$ cat src/rtl/checkbits_monitor_pkg.sv
// Shared types and default codes for the checkbits pass/fail monitor.
// The FSM encoding is visible on the debug state port, so its values are fixed.
package checkbits_monitor_pkg;

    typedef enum logic [1:0] {
        IDLE       = 2'd0,
        WAIT_ALIVE = 2'd1,
        RUNNING    = 2'd2,
        DONE       = 2'd3
    } state_t;

    // One-hot verdict; all zero until the run ends.
    typedef struct packed {
        logic pass;
        logic fail;
        logic unknown;
        logic timeout;
    } verdict_t;

    localparam int          DEF_WIDTH          = 16;
    localparam logic [15:0] DEF_ALIVE_CODE     = 16'h0ffe;
    localparam logic [15:0] DEF_PASS_CODE      = 16'h00d5;
    localparam logic [15:0] DEF_FAIL_CODE      = 16'h7345;
    localparam int          DEF_STABLE_CYCLES  = 4;
    localparam int          DEF_TIMEOUT_CYCLES = 500000;
    localparam int          DEF_CNT_W          = 20;

endpackage

$ cat src/rtl/checkbits_monitor_filter.sv
// Two-flop synchroniser plus stability filter for the asynchronous status bus.
// filt only takes a value after it has been sampled unchanged STABLE_CYCLES+1 times.
module checkbits_filter
    import checkbits_monitor_pkg::*;
#(
    parameter int WIDTH         = DEF_WIDTH,
    parameter int STABLE_CYCLES = DEF_STABLE_CYCLES
) (
    input  logic             clock,
    input  logic             reset,
    input  logic [WIDTH-1:0] checkbits,
    output logic [WIDTH-1:0] filt,
    output logic             filt_chg
);

    localparam int                SCNT_W    = (STABLE_CYCLES > 1) ? $clog2(STABLE_CYCLES) : 1;
    localparam logic [SCNT_W-1:0] SCNT_LAST = SCNT_W'(STABLE_CYCLES - 1);

    logic [WIDTH-1:0]  s1;
    logic [WIDTH-1:0]  s2;
    logic [WIDTH-1:0]  cand;
    logic [SCNT_W-1:0] scnt;

    // NOTE: state is updated with <= so every flop samples pre-edge values;
    // blocking here would let s1 ripple straight into s2 in one edge.
    always_ff @(posedge clock) begin
        if (reset) begin
            s1       <= '0;
            s2       <= '0;
            cand     <= '0;
            scnt     <= '0;
            filt     <= '0;
            filt_chg <= 1'b0;
        end else begin
            s1       <= checkbits;
            s2       <= s1;
            filt_chg <= 1'b0;
            if (s2 != cand) begin
                cand <= s2;
                scnt <= '0;
            end else if (scnt != SCNT_LAST) begin
                scnt <= scnt + SCNT_W'(1);
            end else begin
                // Reloads every cycle while stable; strobe only on a real change.
                filt     <= cand;
                filt_chg <= (cand != filt);
            end
        end
    end

endmodule

$ cat src/rtl/checkbits_monitor.sv
// Pass/fail monitor: filters the firmware status bus, tracks alive -> terminal code
// with a cycle timeout, and holds a sticky one-hot verdict until reset or enable drops.
module checkbits_monitor
    import checkbits_monitor_pkg::*;
#(
    parameter int               WIDTH          = DEF_WIDTH,
    parameter logic [WIDTH-1:0] ALIVE_CODE     = WIDTH'(DEF_ALIVE_CODE),
    parameter logic [WIDTH-1:0] PASS_CODE      = WIDTH'(DEF_PASS_CODE),
    parameter logic [WIDTH-1:0] FAIL_CODE      = WIDTH'(DEF_FAIL_CODE),
    parameter int               STABLE_CYCLES  = DEF_STABLE_CYCLES,
    parameter int               TIMEOUT_CYCLES = DEF_TIMEOUT_CYCLES,
    parameter int               CNT_W          = DEF_CNT_W
) (
    input  logic             clock,
    input  logic             reset,
    input  logic             enable,
    input  logic [WIDTH-1:0] checkbits,
    output logic             alive,
    output logic             done,
    output logic             pass,
    output logic             fail,
    output logic             unknown,
    output logic             timeout,
    output logic [WIDTH-1:0] result_code,
    output logic [CNT_W-1:0] cycles,
    output logic [1:0]       state
);

    localparam logic [CNT_W-1:0] CNT_MAX      = {CNT_W{1'b1}};
    localparam logic [CNT_W-1:0] TIMEOUT_LAST = CNT_W'(TIMEOUT_CYCLES - 1);
    localparam logic [CNT_W-1:0] TIMEOUT_CNT  = CNT_W'(TIMEOUT_CYCLES);

    logic [WIDTH-1:0] filt;
    logic             filt_chg;

    state_t           state_q,   state_d;
    logic             alive_q,   alive_d;
    logic             done_q,    done_d;
    verdict_t         verdict_q, verdict_d;
    logic [WIDTH-1:0] result_q,  result_d;
    logic [CNT_W-1:0] cycles_q,  cycles_d;

    logic [CNT_W-1:0] cycles_inc;
    logic             at_timeout;

    checkbits_filter #(
        .WIDTH         (WIDTH),
        .STABLE_CYCLES (STABLE_CYCLES)
    ) u_filter (
        .clock     (clock),
        .reset     (reset),
        .checkbits (checkbits),
        .filt      (filt),
        .filt_chg  (filt_chg)
    );

    assign cycles_inc = (cycles_q == CNT_MAX) ? cycles_q : cycles_q + CNT_W'(1);
    assign at_timeout = (cycles_q == TIMEOUT_LAST);

    // NOTE: every variable gets its hold value first, so no branch can leave one
    // unassigned and infer a latch.
    always_comb begin
        state_d   = state_q;
        alive_d   = alive_q;
        done_d    = done_q;
        verdict_d = verdict_q;
        result_d  = result_q;
        cycles_d  = cycles_q;

        if (!enable) begin
            state_d   = IDLE;
            alive_d   = 1'b0;
            done_d    = 1'b0;
            verdict_d = '0;
            result_d  = '0;
            cycles_d  = '0;
        end else begin
            unique case (state_q)
                IDLE: begin
                    // The enabling edge is counted, so cycles equals edges since enable.
                    state_d   = WAIT_ALIVE;
                    alive_d   = 1'b0;
                    done_d    = 1'b0;
                    verdict_d = '0;
                    result_d  = '0;
                    cycles_d  = CNT_W'(1);
                end
                WAIT_ALIVE: begin
                    cycles_d = cycles_inc;
                    if (at_timeout) begin
                        state_d           = DONE;
                        done_d            = 1'b1;
                        verdict_d.timeout = 1'b1;
                        result_d          = '0;
                        cycles_d          = TIMEOUT_CNT;
                    end else if (filt == ALIVE_CODE) begin
                        state_d = RUNNING;
                        alive_d = 1'b1;
                    end
                end
                RUNNING: begin
                    cycles_d = cycles_inc;
                    // A terminal code on the timeout edge still wins.
                    if (filt_chg && (filt != ALIVE_CODE)) begin
                        state_d   = DONE;
                        done_d    = 1'b1;
                        result_d  = filt;
                        verdict_d = '0;
                        if (filt == PASS_CODE)      verdict_d.pass    = 1'b1;
                        else if (filt == FAIL_CODE) verdict_d.fail    = 1'b1;
                        else                        verdict_d.unknown = 1'b1;
                    end else if (at_timeout) begin
                        state_d           = DONE;
                        done_d            = 1'b1;
                        verdict_d.timeout = 1'b1;
                        result_d          = '0;
                        cycles_d          = TIMEOUT_CNT;
                    end
                end
                DONE: begin
                end
                default: state_d = IDLE;
            endcase
        end
    end

    always_ff @(posedge clock) begin
        if (reset) begin
            state_q   <= IDLE;
            alive_q   <= 1'b0;
            done_q    <= 1'b0;
            verdict_q <= '0;
            result_q  <= '0;
            cycles_q  <= '0;
        end else begin
            state_q   <= state_d;
            alive_q   <= alive_d;
            done_q    <= done_d;
            verdict_q <= verdict_d;
            result_q  <= result_d;
            cycles_q  <= cycles_d;
        end
    end

    assign alive       = alive_q;
    assign done        = done_q;
    assign pass        = verdict_q.pass;
    assign fail        = verdict_q.fail;
    assign unknown     = verdict_q.unknown;
    assign timeout     = verdict_q.timeout;
    assign result_code = result_q;
    assign cycles      = cycles_q;
    assign state       = state_q;

endmodule
$ cat config.mk
export PLATFORM = sky130hd
export DESIGN_NAME = checkbits_monitor
export DESIGN_NICKNAME = d
export VERILOG_FILES = /design/src/rtl/checkbits_monitor_pkg.sv /design/src/rtl/checkbits_monitor_filter.sv /design/src/rtl/checkbits_monitor.sv
export SDC_FILE = /design/constraint.sdc
export NUM_CORES = 1
export LEC_CHECK = 0
export BUFFER_PORTS_ARGS = -buffer_cell sky130_fd_sc_hd__buf_2
export CAP_MARGIN = 20
export CORE_MARGIN = 2
export CORE_UTILIZATION = 60
export CTS_CLUSTER_DIAMETER = 200
export DETAILED_ROUTE_END_ITERATION = 7
export GPL_ROUTABILITY_DRIVEN = 0
export PLACE_DENSITY_LB_ADDON = 0.05
export SETUP_SLACK_MARGIN = 0.1
export SLEW_MARGIN = 10
export SYNTH_ARGS = -nofsm -noshare
export SYNTH_HDL_FRONTEND = slang
export SYNTH_SLANG_ARGS = --single-unit
$ cat constraint.sdc
create_clock -name clock -period 6.7 [get_ports clock]
set_input_delay 0.335 -clock clock [delete_from_list [all_inputs] [get_ports clock]]
set_output_delay 0.335 -clock clock [all_outputs]
set_load 0.01 [all_outputs]
# [After elaboration in Yosys (flattened, before gate mapping)]
# Index checks and enable logic that the tools add are counted.
[totals] reg_bits=111 in_bits=19 output_inout_bits=44 word_cells=75
[classes] addsub=2 n_eq_ne=16 mux=27 bitwise_logic=3 n_reduce_logical=12
[op_table] op="2-to-1 mux 20 bit" n=3
[op_table] op="one-hot mux 20 bit (3 select lines)" n=1
[op_table] op="one-hot mux 16 bit (3 select lines)" n=1
[op_table] op="2-to-1 mux 16 bit" n=2
[op_table] op="!= test 16 bit" n=2
[op_table] op="adder 20 x 1 -> 20 bit, second input constant" n=1
[op_table] op="== test 20 x 19 -> 1 bit, second input constant" n=1
[op_table] op="== test 20 bit, second input constant" n=1
[op_table] op="== test 16 x 12 -> 1 bit, second input constant" n=1
[op_table] op="== test 16 x 15 -> 1 bit, second input constant" n=1
[op_table] op="== test 16 x 8 -> 1 bit, second input constant" n=1
[op_table] op="!= test 16 x 12 -> 1 bit, second input constant" n=1
[op_table] op="2-to-1 mux 2 bit" n=5
[op_table] op="2-to-1 mux 1 bit" n=9
[op_table] op="!= test 2 bit, second input constant" n=4
[op_table] op="!= test 3 bit, second input constant" n=2
[op_table] op="one-hot mux 1 bit (3 select lines)" n=2
[op_table] op="one-hot mux 2 bit (3 select lines)" n=1
[op_table] op="one-hot mux 3 bit (2 select lines)" n=1
[op_table] op="AND reduction 3 bit" n=2
[op_table] op="AND reduction 2 bit" n=2
[op_table] op="nonzero test 2 bit" n=2
[op_table] op="OR reduction 2 bit" n=2
[op_table] op="2-to-1 mux 3 bit" n=1
[op_table] op="9 further kinds" n=11

# [Longest topological paths before layout]
[logic_depth] word_depth=5 depth_mapped=10

# [Modules after synthesis]
# A second synthesis with hierarchy kept.
[hier_totals] cells_unflattened=521 hier_area_um2=4812.1
[by_module_without_submodules] module="checkbits_filter" instances=1 cells_per_inst=226 area_per_inst_um2=2437.3
[by_module_without_submodules] module="checkbits_monitor" instances=1 cells_per_inst=295 area_per_inst_um2=2374.8

# [Worst setup path before layout]
# No wires, ideal clock.
[synth_timing] path_kind="reg-to-reg" from="reg state_q[0], in the netlist state[0]" to="reg result_q[13], in the netlist result_code[13]" t_arrival_ns=2.131 required_time_ns=6.641 path_slack_ns=4.510 path_stages_with_launch=9 n_path_buf=2 period_less_slack_ns=2.190 path_cell_list="dfxtp_1 -> inv_1 -> ha_1 -> nand2b_4 -> or2_2 -> clkbuf_1 -> o41ai_4 -> buf_6 -> a22o_1"
[synth_between] elab_chain_len=2 elab_cells_between_ends=5 classes_between="eq/ne (2); mux (1); reduce/logical (2)"
[synth_lines] item="start, declared" line_no="checkbits_monitor.sv:36" rtl="state_t state_q, state_d;"
[synth_lines] item="start signal, assigned" line_no="checkbits_monitor.sv:136" rtl="state_q <= state_d;"
[synth_lines] item="== test 2 bit, or another cell as far along" line_no="checkbits_monitor.sv:78" rtl="unique case (state_q)"
[synth_lines] item="one-hot mux 16 bit (3 select lines) / nonzero test 3 bit (equally long branches)"
[synth_lines] item="end signal, assigned" line_no="checkbits_monitor.sv:140" rtl="result_q <= result_d;"
[synth_lines] item="end, declared" line_no="checkbits_monitor.sv:40" rtl="logic [WIDTH-1:0] result_q, result_d;"
# Parallel ways exist; a longest one is shown, timed or not.
# A chain may end at the register's enable or synchronous reset.

# [Worst setup path after layout]
[layout_timing] from="in reset" to="reg cycles_q[4], in the netlist cycles[4]"
[layout_between] elab_chain_len=1
[layout_lines] item="start, declared" line_no="checkbits_monitor.sv:15" rtl="input logic reset,"
[layout_lines] item="OR reduction 2 bit (no source line)"
[layout_lines] item="end signal, assigned" line_no="checkbits_monitor.sv:141" rtl="cycles_q <= cycles_d;"
[layout_lines] item="end, declared" line_no="checkbits_monitor.sv:41" rtl="logic [CNT_W-1:0] cycles_q, cycles_d;"
# Every way passes these cells.

==> impl_results.md <==
* Vias in the first global route at 3193
* Crit share post-route at 44.1%
* RSZ-0062 raised after global routing: false
* Crit-path max cell delay at 0.63 ns
* Metal3 WL at 718 microns
* Setup violations, final at 0
* Peak supply drop at about 0.15 mV
* Detailed router's first-iteration violation count at 267
* Initial antenna violation count at 0
* Yosys warns at 0
* Uppermost layer routed: met4
* Fraction of layout cells with a size suffix above 1 at 17.4%
* HP Class: input pin to flop
* Vias post-DR at 3712
* Storage element area at 2220 sq um
* Total Nets Final at 567
* Met2 Routed Length at 4140 microns
* Synth top area share at 47.8%
* Crit path max-delay family: compound AO/OA/AOI/OAI gates
* Site row count at 32
* Wire per inst at 15.3 microns
* Starting Density at approximately three fifths
* Async set or reset register ratio after synthesis at 0%
* Root buffer cell: clkbuf_8
* Crit path launch type: input pin
* Cts bufs inserted at 9
* Clk sinks at about 110
* Min cycle time layout at 2.95 ns
* Slew Limit Fails at 0
* Crit path required time at 7.00 ns
* Slowest-stage cell, CP: a31o_1
* Mapped Area at 4650 sq um
* WHS at 0.157 ns
* Buffer levels on the longest clock path at 2
* Gr usage total at 23.8%
* Post-CTS sizing at 0
* Worst-path fanout max at 67
* Most frequent cells in the layout: dfxtp_1, buf_2, nor2b_1
* Antenna cells at 0
* Nature of the critical path endpoint: flop
* Drc violations at 0
* H-tree lvl count at 3
* Register area share after synthesis at 47.8%
* Worst-skew pair later-pin latency at about 0.37 ns
* Fmax at 339 MHz
* Post-CTS Setup Inserts at 0
* Max-cap violations at 0
* Crit-path cells: buf_2 > buf_4 > nand2b_1 > nor3_1 > o21a_1 > a31o_1 > o21ai_0 > a21oi_1
* Core area at 7610 sq um
* Initial DRT Pass Iterations at 5
* Fin worst setup slack at 3.75 ns
* Top_reg_cell synth: dfxtp_1
* Vias per cell at around 5.7
* Total Die Area at 8460 sq um
* Remaining antenna violation count after routing at 0
* Remaining Overflow, GRT at 0
* DP Worst Slack at between 3 and 4 ns
* Synth unique cells at 59
* Largest net degree at the start of global routing at slightly below 70
* CP bufs+invs at 2
* Status: completed
* Clock transition at the registers of the reported paths at 0.12 ns
* Worst Max-Slew Pin Slew at 0.903 ns
* Syn Nets at 515
* Setup Crit Path Kind: input pin to flop
* I/O Buffers at 62
* Final setup TNS at 0 ns
* Hold buffers post-CTS at 0
* Cells after synthesis at 490
* Most area-hungry cell type in the Yosys netlist: dfxtp_1
* Fill cell count at 630
* IO Count at 63
* Top cells by area, synth: dfxtp_1, nor2b_1, nand2_1, xor2_1, a21oi_1
* DRT met1 WL at 4940 microns
* Commonest non-fill, non-tap cell in the layout: dfxtp_1
* Yosys reg bits at 111
* Post-DP HPWL at 7020 microns
* CTS tree: built
* Pleak at 2.06 nW
* Final Hold Viols at 0
* Slew margin rel. at 39.3%
* Die Span X at 92.0 microns
* Number of synthesized flops with an enable pin at 0
* Power per cell area at 226 nW/um^2
* Die Y at 92.0 microns
* Multi-input logic area at around 2300 sq um
* Clock Skews at approximately 0.01 ns
* Area added between synthesis and finish at 12.2%
* Avg Cell Area, Syn at 9.48 sq um
* Worst Path Arrival at between 3 and 4 ns
* First-pass GRT wire length at roughly 16000 microns
* Final WL at 9940 microns
## final timing paths
check | from | slack [ns] | endpoint | cells after the start
setup / recovery | reset | 3.75 | cycles[4] | 8
hold / removal | checkbits[6] | 0.16 | u_filter.s1[6] | 2
setup reg to reg | state[1] | 3.88 | cycles[4] | 7
hold reg to reg | u_filter.s1[4] | 0.45 | u_filter.s2[4] | 1
## layer usage
metal  up-vias  GRT usage (%)
met5         -              0
met4         0           6.84
met3        14           5.01
met2       155           33.0
met1      1692           36.9
li1       1851              -
## cell usage after synthesis, types with 7 or more instances
cell type  count
nor2b_1       49
nand4_1       13
o21ai_0        8
dfxtp_1      111
a21oi_1       33
clkbuf_1      16
xor2_1        19
xnor2_1       17
inv_1          7
nand2_1       47
a22o_1        18
nand3_1       27
nor4_1         8
a31oi_1       12
nor2_1        20
## per-stage QoR
step,util (%),power (W),std cells,instance area (sq um)
finish,68.5,0.00118,649,5210
detailed placement,65.6,0.000778,633,4990
floorplan,-,0.000758,490,4650
CTS,68.5,0.00119,649,5210
global placement,65.6,0.000776,633,4990
global route,68.5,0.00123,649,5210
## final cells by class
type | instances | share of cell area [%]
multi-input cells | 350 | 44.0
flip-flops and latches | 111 | 42.6
repair buffers | 63 | 6.10
well taps | 102 | 2.45
clock buffers | 9 | 2.38
clock inverters | 7 | 1.90
inverters | 7 | 0.504
## flip-flops by register name, summed over array words and instances (netlist names)
| register | cells |
|---|---|
| result_code | 16 |
| cycles | 20 |
| u_filter.cand | 16 |
| state | 2 |
| timeout | 1 |
| pass | 1 |
| u_filter.s2 | 16 |
| fail | 1 |
| unknown | 1 |
| u_filter.scnt | 2 |
| done | 1 |
| u_filter.filt | 16 |
| alive | 1 |
| u_filter.s1 | 16 |
| u_filter.filt_chg | 1 |
## report_power, final
group	leakage (nW)	internal (W)	switching, W
sequential	0.903	0.000674	0.0000102
clock	0.109	0.000155	0.000259
combinational	1.05	0.0000335	0.0000464
total	2.06	0.000863	0.000316
## worst register-to-register path: stages, from the launching register on
cell and delay, ns:
dfxtp_1 0.42, inv_1 0.08, ha_1 0.36, nand2b_4 0.09, nor2_1 0.65, a31o_1 0.71, o21ai_0 0.23, a21oi_1 0.21
## kinds of logic after synthesis
logic type	count (synthesis)	share of synthesized area (%)
fa+ha+maj	6	1.62
mux	1	0.215
xor+xnor	36	6.79
buf+inv	29	2.77
simple gates	203	25.2
flops	111	47.8
compound gates	104	15.6
Power figures use the tool's default switching activity.
